$ cat src/rtl/util_fifo_sync.sv
// Single-clock FIFO with optional first-word-fall-through output stage,
// registered status flags and one-cycle ack/overflow/underflow pulses.
module util_fifo_sync #(
    parameter int FIFO_DEPTH          = 256,
    parameter int BYTE_WIDTH          = 1,
    parameter int COUNT_WIDTH         = 9,
    parameter int FWFT                = 1,
    parameter int ACK_ENA             = 1,
    parameter int DATA_ZERO           = 0,
    parameter int ALMOST_FULL_THRESH  = FIFO_DEPTH - 4,
    parameter int ALMOST_EMPTY_THRESH = 4
) (
    input  logic                     clk,
    input  logic                     rst,
    input  logic                     wr_en,
    input  logic [8*BYTE_WIDTH-1:0]  wr_data,
    output logic                     wr_ack,
    output logic                     wr_full,
    output logic                     wr_almost_full,
    output logic                     wr_overflow,
    input  logic                     rd_en,
    output logic                     rd_valid,
    output logic [8*BYTE_WIDTH-1:0]  rd_data,
    output logic                     rd_empty,
    output logic                     rd_almost_empty,
    output logic                     rd_underflow,
    output logic [COUNT_WIDTH-1:0]   data_count
);

    localparam int W   = 8 * BYTE_WIDTH;
    localparam int AW  = $clog2(FIFO_DEPTH);
    localparam bit FW  = (FWFT != 0);
    localparam bit ACK = (ACK_ENA != 0);
    localparam bit DZ  = (DATA_ZERO != 0);

    logic [W-1:0]           mem [FIFO_DEPTH];
    logic [AW-1:0]          wr_ptr;
    logic [AW-1:0]          rd_ptr;
    logic [W-1:0]           out_data;
    logic [COUNT_WIDTH-1:0] count_next;
    logic [COUNT_WIDTH-1:0] mem_count;
    logic                   readable;
    logic                   wr_acc;
    logic                   rd_acc;
    logic                   out_load;
    logic                   valid_next;

    // In FWFT mode the output register holds the head word, so data_count
    // includes it while the RAM holds data_count - rd_valid words.
    always_comb begin
        readable   = FW ? rd_valid : !rd_empty;
        wr_acc     = wr_en && !wr_full;
        rd_acc     = rd_en && readable;
        mem_count  = FW ? (data_count - COUNT_WIDTH'(rd_valid)) : data_count;
        out_load   = FW ? ((!rd_valid || rd_acc) && (mem_count != '0)) : rd_acc;
        valid_next = FW ? (out_load || (rd_valid && !rd_acc)) : out_load;
        count_next = data_count;
        if (wr_acc && !rd_acc) begin
            count_next = data_count + COUNT_WIDTH'(1);
        end else if (rd_acc && !wr_acc) begin
            count_next = data_count - COUNT_WIDTH'(1);
        end
    end

    always_ff @(posedge clk) begin
        if (wr_acc) begin
            mem[wr_ptr] <= wr_data;
        end
    end

    always_ff @(posedge clk or posedge rst) begin
        if (rst) begin
            wr_ptr          <= '0;
            rd_ptr          <= '0;
            out_data        <= '0;
            data_count      <= '0;
            rd_valid        <= 1'b0;
            wr_ack          <= 1'b0;
            wr_overflow     <= 1'b0;
            rd_underflow    <= 1'b0;
            wr_full         <= 1'b0;
            wr_almost_full  <= (ALMOST_FULL_THRESH <= 0);
            rd_empty        <= 1'b1;
            rd_almost_empty <= 1'b1;
        end else begin
            if (wr_acc) begin
                wr_ptr <= wr_ptr + AW'(1);
            end
            if (out_load) begin
                rd_ptr   <= rd_ptr + AW'(1);
                out_data <= mem[rd_ptr];
            end
            data_count      <= count_next;
            rd_valid        <= valid_next;
            wr_ack          <= ACK && wr_acc;
            wr_overflow     <= wr_en && wr_full;
            rd_underflow    <= rd_en && !readable;
            wr_full         <= (count_next == COUNT_WIDTH'(FIFO_DEPTH));
            wr_almost_full  <= (count_next >= COUNT_WIDTH'(ALMOST_FULL_THRESH));
            rd_almost_empty <= (count_next <= COUNT_WIDTH'(ALMOST_EMPTY_THRESH));
            rd_empty        <= FW ? !valid_next : (count_next == '0);
        end
    end

    assign rd_data = (DZ && !rd_valid) ? '0 : out_data;

endmodule

$ cat config.mk
export PLATFORM = sky130hd
export DESIGN_NAME = util_fifo_sync
export DESIGN_NICKNAME = d
export VERILOG_FILES = /design/src/rtl/util_fifo_sync.sv
export SDC_FILE = /design/constraint.sdc
export NUM_CORES = 2
export LEC_CHECK = 0
export ABC_CLOCK_PERIOD_IN_PS = 3500
export BUFFER_PORTS_ARGS = -buffer_cell sky130_fd_sc_hd__buf_2
export CAP_MARGIN = 10
export CORE_ASPECT_RATIO = 0.8
export CORE_MARGIN = 2
export CORE_UTILIZATION = 40
export CTS_BUF_LIST = sky130_fd_sc_hd__clkbuf_4
export DETAILED_ROUTE_END_ITERATION = 10
export PLACE_DENSITY_LB_ADDON = 0.25
export SYNTH_ARGS = -nofsm -noshare
export SYNTH_HDL_FRONTEND = slang
export SYNTH_SLANG_ARGS = --single-unit
$ cat constraint.sdc
create_clock -name clk -period 3.5 [get_ports clk]
set_clock_uncertainty 0.2 [all_clocks]
set_input_delay 0.525 -clock clk [delete_from_list [all_inputs] [get_ports clk]]
set_output_delay 0.525 -clock clk [all_outputs]
set_load 0.005 [all_outputs]
# Yosys cells after proc, flatten, opt, wreduce, memory -nomap -nowiden
# Memory sizes are Yosys's and may differ from the RTL's. A register that Yosys moved wholly into a read port is not among the register bits.
# Index checks and enable logic that the tools add are counted.
# classes
n_addsub	5
n_lt_le_gt_ge	2
eq_ne	1
n_mux	4
n_reduce_logical	16
# ops
operator	count
2-to-1 mux 9 bit	2
adder 8 x 1 -> 8 bit, second input constant	2
adder 9 x 1 -> 9 bit, second input constant	1
equality test 9 bit, second input constant	1
>= comparator 9 x 8 -> 1 bit, second input constant	1
<= comparator 9 x 3 -> 1 bit, second input constant	1
nonzero test 9 bit	1
subtractor 9 x 1 -> 9 bit	1
subtractor 9 x 1 -> 9 bit, second input constant	1
logical AND 1 bit	8
zero test 1 bit	5
logical OR 1 bit	2
2-to-1 mux 1 bit	2
# totals
reg_bits	33
mem_bits_rw	2048
input_bits	12
output_inout_bits	25
n_memories	1
# memory_table
memory	depth	word_bits	read_ports	rd_clocked_by_memory_dff	write_ports	line_no	source
mem	256	8	1	1	1	36	logic [W-1:0] mem [FIFO_DEPTH];

# Longest topological paths before layout
# depth
depth_word	7
ltp_mapped	13

# Worst setup path after synthesis
# No wires, ideal clock.
# synth_path
kind	flip-flop to flip-flop
startpoint	register rd_ptr[0]
endpoint	register out_data[1] (netlist: rd_data[1]) (read register of mem)
setup_ns	0.124
t_arrival_ns	2.477
t_required_ns	3.176
path_slack_ns	0.699
path_stages_with_launch	11
path_buffers	4
path_cell_list	dfrtp_1 -> buf_6 -> buf_6 -> buf_4 -> buf_2 -> mux4_2 -> a22oi_1 -> a21oi_1 -> nor4_1 -> a21oi_1 -> a211o_1
# synth_rtl
item	line_no	source
from (decl)	38	logic [AW-1:0] rd_ptr;
from (signal assigned)	90	rd_ptr <= rd_ptr + AW'(1);
to (decl)	39	logic [W-1:0] out_data;

==> metrics.txt <==
row count 148; crit path DAT 4.53 ns; Req. time, crit path 4.48 ns; DRT iter0 DRCs 5490; pwr/cell area 753 nW/um^2; DRT Pass-1 Iters 6; Synth Area in Adders less than 1%; status finished, violations left; Crit Path Category flip-flop to flip-flop; worst min-delay path class input port to flip-flop; share of layout cells above drive strength 1 39.5%; Compound-Gate Fraction of Synth Area 2.42%; TritonCTS buffer count 539; Post-Synth XOR/XNOR Area 0.247%; synthesized area just over 80000 sq um; simple-gate portion of the synthesized area 2.83%; hold slack 0.149 ns; WL/cell 28.7 um; Worst-Margin Slew 0.977 ns; TNS Setup -0.0561 ns; worst setup margin -0.0487 ns; Synth cell types 67; ANT nets after route 0; DR DRC count 0; vias per cell 5.61; crit path time final 3.55 ns; number of nets in the layout 4918; CP Max Fanout 8; largest family of logic cells by synthesized area multiplexers; Max-cap violations 0; RD Place Congestion roughly 0.86; core area 203000 sq um; H-tree Lvls 6; EDFF count, synth 2048; clock root buffer clkbuf_4; final WL around 230000 um; initial antenna violation count 12; fin crit share 101%; dominant cell type by area after synthesis edfxtp_1; total number of vias 44500; Bufs on Longest Clock Path 4; pin count of the biggest net entering global routing 97; Reg clk slew, reported paths 0.08 ns; ranking of synthesized cells by area edfxtp_1, mux4_2, mux2i_1; Main synth FF type edfxtp_1; asr flop ratio synth 1.96%; syn_area_per_cell roughly 21 sq um; post-synthesis sequential area ratio about three quarters; synthesized netlist cell count 3874; total track usage 21.8%; Die W between 500 and 600 um; FF+latch count, synth 2089; # setup viols final 2; max_slew headroom 34.6%; final hold violation count 0; top-level port count 37; failing checks setup timing; DP HPWL between 100000 and 150000 um; Pleak 0.0323 uW; Die ar. between 200000 and 250000 sq um; Max IR drop VDD 0.596 mV; max-slew violations 0; Initial Util between 40% and 50%; vias in the first global route about 45000; GRT Residual Overflow 0; area delta synth->final 18.5%; Yosys top cell area share 75.5%; Chip Height approximately 400 um; critical path startpoint category flip-flop; Num Clock Sinks 2089; post-synthesis mux area share 15.9%; Synth warnings 0; syn nets 3894; Peak Freq 0.282 GHz; crit end category flip-flop; IO Port Bufs 36; Clk Latency, worst-skew pair 1.35 ns; first-pass GRT wire length 323000 um; CTS tree built
## cell families (layout without fill, tap and decap cells)
group | after synthesis | after routing
AO/OA/AOI/OAI | 284 | 284
XOR/XNOR | 23 | 23
adder cells (fa/ha/maj) | 8 | 8
buffers and inverters | 248 | 1610
flip-flops | 2089 | 2089
multiplexers | 685 | 685
other | 0 | 10
AND/OR/NAND/NOR | 537 | 537
## layer usage
layer	track usage (%)	vias up	routed length, um
met4	6.59	2	5960
met1	32.3	23300	97300
met2	31.5	2412	101000
met5	0	-	13
met3	5.65	413	23200
li1	-	18500	-
## state kept, by name, indices dropped and copies added, names as in the netlist, 8 cells and up
register,flops
data_count,9
mem,2048
rd_data,8
rd_ptr,8
wr_ptr,8
## synth_stat cells (5+ instances only)
library cell and n:
nor2b_1 19, and2_1 6, nand2b_1 5, clkbuf_1 109, edfxtp_1 2048, buf_6 33, inv_1 13, and3_1 5
dfrtp_1 39, a2111oi_0 5, nor3_1 14, mux2i_1 183, mux4_2 489, a22oi_1 56, a21oi_1 70, o211ai_1 6
or2_2 6, buf_2 47, a31oi_1 13, nand3_1 43, xor2_1 6, buf_1 17, a22o_1 6, nor2_1 297
a221oi_1 26, xnor2_1 17, buf_4 23, nand2_1 112, o221ai_1 13, a221o_1 6, mux2_2 13, nand4_1 6
o22ai_1 21, o21ai_0 21, a211oi_1 13, ha_1 8
## worst paths after layout
check	depth (start not counted)	startpoint	slack, ns	to
hold reg to reg	1	wr_full	0.29	wr_overflow
setup reg to reg	11	rd_ptr[0]	-0.05	rd_data[2]
min in group asynchronous	4	rst	0.29	wr_almost_full
max in group asynchronous	5	rst	1.98	rd_almost_empty
hold / removal	6	rd_en	0.15	data_count[1]
setup / recovery	11	rd_ptr[0]	-0.05	rd_data[2]
## area by class of cell
class	count	area, sq um
diodes	10	25.0
repair buffers	716	6380
flip-flops and latches	2089	62500
well taps	2700	3380
multi-input cells	1537	17800
clock inverters	107	551
fillers	17200	106000
clock buffers	772	5800
inverters	15	63.8
## power by group
part / switching, uW / internal, uW
sequential: 552 / 27900
clock: 9700 / 10400
combinational: 13400 / 10700
total: 23600 / 49100
## placed cells by master (no fill, tap or decap), types with 9 or more instances in the layout
| master | n |
|---|---|
| a221oi_1 | 22 |
| inv_2 | 13 |
| dlygate4sd3_1 | 14 |
| a31oi_1 | 11 |
| nor2_1 | 294 |
| dfrtp_1 | 34 |
| a211oi_1 | 12 |
| nand2_1 | 111 |
| inv_1 | 11 |
| nor3_1 | 12 |
| mux4_2 | 489 |
| buf_12 | 61 |
| a22oi_1 | 51 |
| edfxtp_1 | 2048 |
| o221ai_1 | 13 |
| clkinv_1 | 80 |
| diode_2 | 10 |
| o21ai_0 | 19 |
| mux2i_1 | 183 |
| mux2_2 | 13 |
| o22ai_1 | 20 |
| nor2b_1 | 15 |
| buf_4 | 589 |
| buf_2 | 28 |
| clkinv_2 | 11 |
| clkbuf_4 | 772 |
| nand3_1 | 34 |
| a21oi_1 | 65 |
| xnor2_1 | 17 |
| nand3_2 | 9 |
## timing repair
| item | in CTS | in global routing |
|---|---|---|
| hold buffers | 14 | 0 |
| buffers inserted | 5 | 30 |
| pin swaps | 1 | 6 |
| endpoints found under the hold margin | 2016 | 0 |
| gates cloned | 1 | 3 |
| setup endpoints to repair | 6 | 8 |
| gates resized for setup | 15 | 34 |
## worst max-delay path: stages (launching register included)
cell	delay [ns]
dfrtp_4	0.55
buf_12	0.16
clkbuf_16	0.18
buf_12	0.14
buf_12	0.14
mux4_2	0.42
mux4_2	0.51
nand2_1	0.10
o21ai_0	0.31
a221oi_2	0.40
buf_4	0.16
o311ai_1	0.09
## per-stage QoR
| stage | utilization [%] | setup slack [ns] | total power [uW] | instance area (sq um) | cells |
|---|---|---|---|---|---|
| 5_1_grt | 47.6 | -0.0945 | 75600 | 96500 | 7946 |
| 3_3_place_gp | 44.0 | -0.274 | 52100 | 89400 | 7005 |
| 6_report | 47.6 | -0.0487 | 72700 | 96500 | 7946 |
| 3_5_place_dp | 44.0 | -0.243 | 52100 | 89400 | 7005 |
| 4_1_cts | 47.3 | -0.0112 | 72500 | 96000 | 7904 |
| 2_1_floorplan | - | 0.699 | 41800 | 81500 | 3874 |
Note: power is estimated with default switching activity, not from simulation.
